`config.mk`:
```
export PLATFORM = sky130hd
export DESIGN_NAME = systolic_feeder
export DESIGN_NICKNAME = d
export VERILOG_FILES = /design/src/rtl/systolic_feeder.sv
export SDC_FILE = /design/constraint.sdc
export NUM_CORES = 1
export LEC_CHECK = 0
export BUFFER_PORTS_ARGS = -buffer_cell sky130_fd_sc_hd__buf_2
export CORE_ASPECT_RATIO = 0.7
export CORE_MARGIN = 10
export CORE_UTILIZATION = 57
export CTS_CLUSTER_DIAMETER = 30
export CTS_CLUSTER_SIZE = 10
export DETAILED_ROUTE_END_ITERATION = 16
export PLACE_DENSITY = 0.82
export SLEW_MARGIN = 20
export SYNTH_ARGS = -nofsm -noshare
export SYNTH_HDL_FRONTEND = slang
export SYNTH_SLANG_ARGS = --single-unit
```
`constraint.sdc`:
```
create_clock -name clk -period 4 [get_ports clk]
set_input_delay 0.4 -clock clk [delete_from_list [all_inputs] [get_ports clk]]
set_output_delay 0.4 -clock clk [all_outputs]
set_load 0.02 [all_outputs]
```
`src/rtl/systolic_feeder.sv`:
```
// ============================================================================
// systolic_feeder
// ----------------------------------------------------------------------------
// Operand sequencer that sits upstream of the 2x2 systolic_array.
// It captures a 2x2 A and a 2x2 B matrix on a start handshake. It then
// emits the diagonally skewed, zero-padded operand stream into the array's
// row (a) and column (b) inputs, with a valid/advance strobe. Next it flushes
// the PE pipeline with zero beats, and finally pulses done once the products
// in the array are final.
//
// Ports
//   clk        : system clock, rising edge
//   reset      : synchronous active-low reset (0 = reset)
//   start      : job request, accepted when start && ready
//   mat_a      : {A11,A10,A01,A00}, A00 in the LSBs, sampled on acceptance
//   mat_b      : {B11,B10,B01,B00}, B00 in the LSBs, sampled on acceptance
//   stall      : freezes the beat stream while high (FEED*/DRAIN only)
//   ready      : high only while idle and able to accept
//   acc_clear  : one-cycle pulse that clears the array accumulators
//   a_out_0/1  : operands for array rows 0 and 1
//   b_out_0/1  : operands for array columns 0 and 1
//   valid_out  : array advance strobe
//   busy       : high whenever a job is in flight
//   done       : one-cycle completion pulse
// ============================================================================
module systolic_feeder #(
   parameter int DATA_W       = 16,
   parameter int DRAIN_CYCLES = 3
) (
   input  logic                  clk,
   input  logic                  reset,
   input  logic                  start,
   input  logic [4*DATA_W-1:0]   mat_a,
   input  logic [4*DATA_W-1:0]   mat_b,
   input  logic                  stall,
   output logic                  ready,
   output logic                  acc_clear,
   output logic [DATA_W-1:0]     a_out_0,
   output logic [DATA_W-1:0]     a_out_1,
   output logic [DATA_W-1:0]     b_out_0,
   output logic [DATA_W-1:0]     b_out_1,
   output logic                  valid_out,
   output logic                  busy,
   output logic                  done
);

   localparam int CNT_W = (DRAIN_CYCLES > 1) ? $clog2(DRAIN_CYCLES) : 1;
   localparam logic [CNT_W-1:0] DRAIN_LOAD = CNT_W'(DRAIN_CYCLES - 1);

   typedef enum logic [2:0] {
      IDLE,
      CLEAR,
      FEED0,
      FEED1,
      FEED2,
      DRAIN,
      DONE
   } state_t;

   state_t               state_q, state_d;
   logic [CNT_W-1:0]     drainCnt_q, drainCnt_d;
   logic [4*DATA_W-1:0]  matA_q, matA_d;
   logic [4*DATA_W-1:0]  matB_q, matB_d;

   logic [DATA_W-1:0]    aOut0_q, aOut0_d;
   logic [DATA_W-1:0]    aOut1_q, aOut1_d;
   logic [DATA_W-1:0]    bOut0_q, bOut0_d;
   logic [DATA_W-1:0]    bOut1_q, bOut1_d;
   logic                 valid_q, valid_d;
   logic                 clear_q, clear_d;
   logic                 done_q, done_d;
   logic                 ready_q, ready_d;
   logic                 busy_q, busy_d;

   logic                 accept;

   // Individual matrix elements of the captured job, named as in the
   // mathematical layout so the skew table below reads directly.
   logic [DATA_W-1:0]    a00, a01, a10, a11;
   logic [DATA_W-1:0]    b00, b01, b10, b11;

   assign a00 = matA_q[0*DATA_W +: DATA_W];
   assign a01 = matA_q[1*DATA_W +: DATA_W];
   assign a10 = matA_q[2*DATA_W +: DATA_W];
   assign a11 = matA_q[3*DATA_W +: DATA_W];
   assign b00 = matB_q[0*DATA_W +: DATA_W];
   assign b01 = matB_q[1*DATA_W +: DATA_W];
   assign b10 = matB_q[2*DATA_W +: DATA_W];
   assign b11 = matB_q[3*DATA_W +: DATA_W];

   // A request is taken only while idle and while the registered ready
   // flag is visible to the requester. This keeps the handshake honest
   // across the reset release and the DONE cycle.
   assign accept = start && ready_q && (state_q == IDLE);

   // Next-state and next-output logic. Every output is a register, so
   // whatever is computed here from the current state shows up on the pins
   // one edge later. While stalled in a feeding state, the operand
   // registers keep their current value, the strobe drops and the
   // sequencer position freezes. The array therefore never sees a beat
   // twice.
   always_comb begin
      state_d    = state_q;
      drainCnt_d = drainCnt_q;
      matA_d     = matA_q;
      matB_d     = matB_q;
      aOut0_d    = aOut0_q;
      aOut1_d    = aOut1_q;
      bOut0_d    = bOut0_q;
      bOut1_d    = bOut1_q;
      valid_d    = 1'b0;
      clear_d    = 1'b0;
      done_d     = 1'b0;
      ready_d    = 1'b0;
      busy_d     = 1'b1;

      case (state_q)
         IDLE: begin
            aOut0_d = '0;
            aOut1_d = '0;
            bOut0_d = '0;
            bOut1_d = '0;
            ready_d = !accept;
            busy_d  = accept;
            if (accept) begin
               matA_d  = mat_a;
               matB_d  = mat_b;
               state_d = CLEAR;
            end
         end

         CLEAR: begin
            aOut0_d = '0;
            aOut1_d = '0;
            bOut0_d = '0;
            bOut1_d = '0;
            clear_d = 1'b1;
            state_d = FEED0;
         end

         FEED0: begin
            if (!stall) begin
               aOut0_d = a00;
               aOut1_d = '0;
               bOut0_d = b00;
               bOut1_d = '0;
               valid_d = 1'b1;
               state_d = FEED1;
            end
         end

         FEED1: begin
            if (!stall) begin
               aOut0_d = a01;
               aOut1_d = a10;
               bOut0_d = b10;
               bOut1_d = b01;
               valid_d = 1'b1;
               state_d = FEED2;
            end
         end

         FEED2: begin
            if (!stall) begin
               aOut0_d    = '0;
               aOut1_d    = a11;
               bOut0_d    = '0;
               bOut1_d    = b11;
               valid_d    = 1'b1;
               drainCnt_d = DRAIN_LOAD;
               state_d    = DRAIN;
            end
         end

         DRAIN: begin
            if (!stall) begin
               aOut0_d = '0;
               aOut1_d = '0;
               bOut0_d = '0;
               bOut1_d = '0;
               valid_d = 1'b1;
               if (drainCnt_q == '0) begin
                  state_d = DONE;
               end else begin
                  drainCnt_d = drainCnt_q - 1'b1;
               end
            end
         end

         DONE: begin
            aOut0_d = '0;
            aOut1_d = '0;
            bOut0_d = '0;
            bOut1_d = '0;
            done_d  = 1'b1;
            state_d = IDLE;
         end

         default: begin
            aOut0_d = '0;
            aOut1_d = '0;
            bOut0_d = '0;
            bOut1_d = '0;
            busy_d  = 1'b0;
            state_d = IDLE;
         end
      endcase
   end

   // Single state/output register bank. Reset is synchronous and
   // active-low. It discards any job in flight, including its latched
   // matrices, and parks every output at zero. ready then rises on the
   // first edge after release.
   always_ff @(posedge clk) begin
      if (!reset) begin
         state_q    <= IDLE;
         drainCnt_q <= '0;
         matA_q     <= '0;
         matB_q     <= '0;
         aOut0_q    <= '0;
         aOut1_q    <= '0;
         bOut0_q    <= '0;
         bOut1_q    <= '0;
         valid_q    <= 1'b0;
         clear_q    <= 1'b0;
         done_q     <= 1'b0;
         ready_q    <= 1'b0;
         busy_q     <= 1'b0;
      end else begin
         state_q    <= state_d;
         drainCnt_q <= drainCnt_d;
         matA_q     <= matA_d;
         matB_q     <= matB_d;
         aOut0_q    <= aOut0_d;
         aOut1_q    <= aOut1_d;
         bOut0_q    <= bOut0_d;
         bOut1_q    <= bOut1_d;
         valid_q    <= valid_d;
         clear_q    <= clear_d;
         done_q     <= done_d;
         ready_q    <= ready_d;
         busy_q     <= busy_d;
      end
   end

   assign ready     = ready_q;
   assign busy      = busy_q;
   assign acc_clear = clear_q;
   assign valid_out = valid_q;
   assign done      = done_q;
   assign a_out_0   = aOut0_q;
   assign a_out_1   = aOut1_q;
   assign b_out_0   = bOut0_q;
   assign b_out_1   = bOut1_q;

endmodule
```
==> summary.txt <==
Run status -> finished, final reports clean
Max_cap viols -> 0
Area leader, netlist -> dfxtp_1
Final instance area -> 10,200 sq um
Synth Register Bits -> 202
Synth area leaders -> dfxtp_1 (49%), a21oi_1 (12%), nand3_1 (12%)
Max-slew violation count -> 0
Unrepaired setup endpoints after global routing -> false
Post-route ant nets -> 0
Hold path startpoint -> mat_b[12]
Syn. warnings -> 0
Area grow syn2layout -> 24.0%
Clk sinks -> 202
Synth Area per Inst -> 8.45 sq um
Core Box Area -> 14,000 sq um
Area post-placement -> 9200 sq um
PwrDens -> 549 nW/um^2
Detailed-route via count -> 8,098
Vias in the first global route -> 7,783
Dpl cells -> 1,261
Routed length per instance -> 19.4 um
CP Class -> flop to flop
Layout Cells excl Fill -> 1,308
DP HPWL -> 15.2 mm
Worst Hold Class -> input port to flop
Post-synth cell types -> 38
Register Area -> 4050 sq um
Global route overflow -> 0
Reg2reg start -> state_q[1]
Largest net degree at the start of global routing -> 129
Max VDD drop -> 459 uV
WL final -> 25.3 mm
Inserted Clock Buffers -> 29
Die ar. -> 19,700 sq um
Fillers -> 1,095
CTS tree -> yes
Clock Latency Late Sink -> 0.52 ns
Residual DRC -> 0
Post-CTS setup buffers -> 0
First-pass GRT wire length -> 40.7 mm
Commonest non-fill, non-tap cell in the layout -> dfxtp_1
Die width -> 164 um
Fraction of the yosys area taken by sequential cells -> 0.492
H-tree levels -> 1
Initial Util -> 0.587
Reg clk slew, reported paths -> 0.05 ns
Worst R2R Setup Slack -> 1.55 ns
Layout net count -> 1,235
Die Y -> 120 um
Most frequent cells in the layout -> dfxtp_1 (201), buf_2 (200), nand3_1 (193), a21oi_1 (193), o21ai_0 (110)
Post-Syn Instances -> 972
FMAX -> 409 MHz
Clk buf depth -> 3
Worst Path Max Fanout -> 18
Actual slew at the worst max-slew pin -> 1.10 ns
Antenna diodes -> 0
CTS Hold Buffers Added -> 0
Fin crit share -> 0.612
Yosys top cell area share -> 0.492
Root Buffer -> clkbuf_16
# resized after CTS -> 0
GP Congestion -> 0.806
Router iterations before antenna repair -> 5
Tot GR Track Use -> 0.244
DR iter-0 viols -> 842
CP endpoint kind -> flop
P_leak -> 0.00387 uW
Final min period -> 2.45 ns
# rows -> 36
Top Ports -> 201
Vias/cell -> 6.19
Share of cells above drive strength 1 -> 0.273
Final setup skew -> 0.00981 ns
Total negative setup slack -> 0 ns
Worst r2r dst -> a_out_0[6]
CP Data Required Time -> 4.44 ns
Footprint of the multi-input gates -> 3740 sq um
Worst setup SP type -> flop
Antenna violations before repair -> 0
Hold depth -> 3
Port Buffers -> 200
Hold Path End -> matB_q[12]
Post-synth design cell area -> 8220 sq um
Reg2reg path depth -> 4
WP data arrival -> 2.89 ns
Final setup violating endpoints -> 0
Syn nets -> 1,105
Final hold vios -> 0
Slew HR -> 0.270
-- state kept, by name, indices dropped and copies added, names as in the netlist --
register    cells
acc_clear       1
busy            1
b_out_0        16
valid_out       1
a_out_0        16
matA_q         64
ready           1
b_out_1        16
done            1
matB_q         64
drainCnt_q      2
a_out_1        16
state_q         3
-- how the worst max path moves through the flow --
stage,from,end,slack (ns)
CTS,state_q[1],a_out_0[6],1.58
global placement,state_q[1],busy,1.59
floorplan,stall,drainCnt_q[0],2.46
detailed placement,state_q[1],a_out_0[12],1.65
finish,state_q[1],a_out_0[6],1.55
global route,state_q[1],a_out_0[6],1.37
-- cells by family after synthesis --
group | share of synthesized area
adder cells (fa/ha/maj) | 0.00152
buffers and inverters | 0.0614
flip-flops | 0.492
AND/OR/NAND/NOR | 0.134
multiplexers | 0.0438
AO/OA/AOI/OAI | 0.264
XOR/XNOR | 0.00305
-- cells in the mapped netlist --
| cell | instances |
|---|---|
| dfxtp_1 | 202 |
| a21oi_1 | 193 |
| nand3_1 | 193 |
| o21ai_0 | 110 |
| clkbuf_1 | 83 |
| a22oi_1 | 32 |
| mux2_2 | 32 |
| o31ai_1 | 32 |
| buf_2 | 31 |
| o21ai_1 | 19 |
| nand2_1 | 6 |
| a31oi_1 | 3 |
| buf_1 | 3 |
| nor2_1 | 3 |
| a21o_1 | 2 |
| a311oi_1 | 2 |
| inv_1 | 2 |
| inv_2 | 2 |
| nor2b_1 | 2 |
| nor3_1 | 2 |
| and2_1 | 1 |
| and3_1 | 1 |
| and3b_1 | 1 |
| and4_1 | 1 |
| buf_4 | 1 |
| clkinv_1 | 1 |
| ha_1 | 1 |
| nor3_2 | 1 |
| nor3b_2 | 1 |
| nor4_1 | 1 |
| o2111ai_1 | 1 |
| o21a_1 | 1 |
| o32ai_1 | 1 |
| or3_1 | 1 |
| or3b_1 | 1 |
| or4_1 | 1 |
| xnor2_2 | 1 |
| xor2_1 | 1 |
-- layer usage --
metal  GRT usage  up-vias  share of wire
li1            -     3828              -
met1       0.337     3840           0.43
met2       0.373      398           0.45
met3      0.0641       32          0.099
met4      0.0579        0          0.014
met5           0        -              0
-- where the power goes --
| group | switching [uW] | total [uW] | internal (uW) |
|---|---|---|---|
| Combinational | 546 | 789 | 244 |
| Sequential | 68.1 | 2200 | 2130 |
| Clock | 874 | 2600 | 1730 |
-- critical path, stage by stage (launching register included) --
cell     delay, ns
dfxtp_1       0.87
nor2b_2       0.77
buf_4         0.37
nand3_1       0.13
a21oi_1       0.21
-- through the flow --
| stage | power, uW | util | hold slack [ns] | worst slack, ns |
|---|---|---|---|---|
| floorplan | 2760 | - | 0.450 | 2.46 |
| global placement | 2970 | 0.654 | 0.448 | 1.59 |
| detailed placement | 3010 | 0.656 | 0.454 | 1.65 |
| CTS | 5590 | 0.727 | 0.120 | 1.58 |
| global route | 5790 | 0.727 | 0.127 | 1.37 |
| finish | 5590 | 0.727 | 0.127 | 1.55 |
-- layout make-up --
type                            count  share of cell area
Timing Repair Buffer              217               0.114
Clock buffer                       34              0.0750
Inverter                            5             0.00209
Tap cell                          190              0.0233
Sequential cell                   202               0.397
Clock inverter                     13              0.0219
Multi-Input combinational cell    647               0.367
Power figures use the tool's default switching activity.
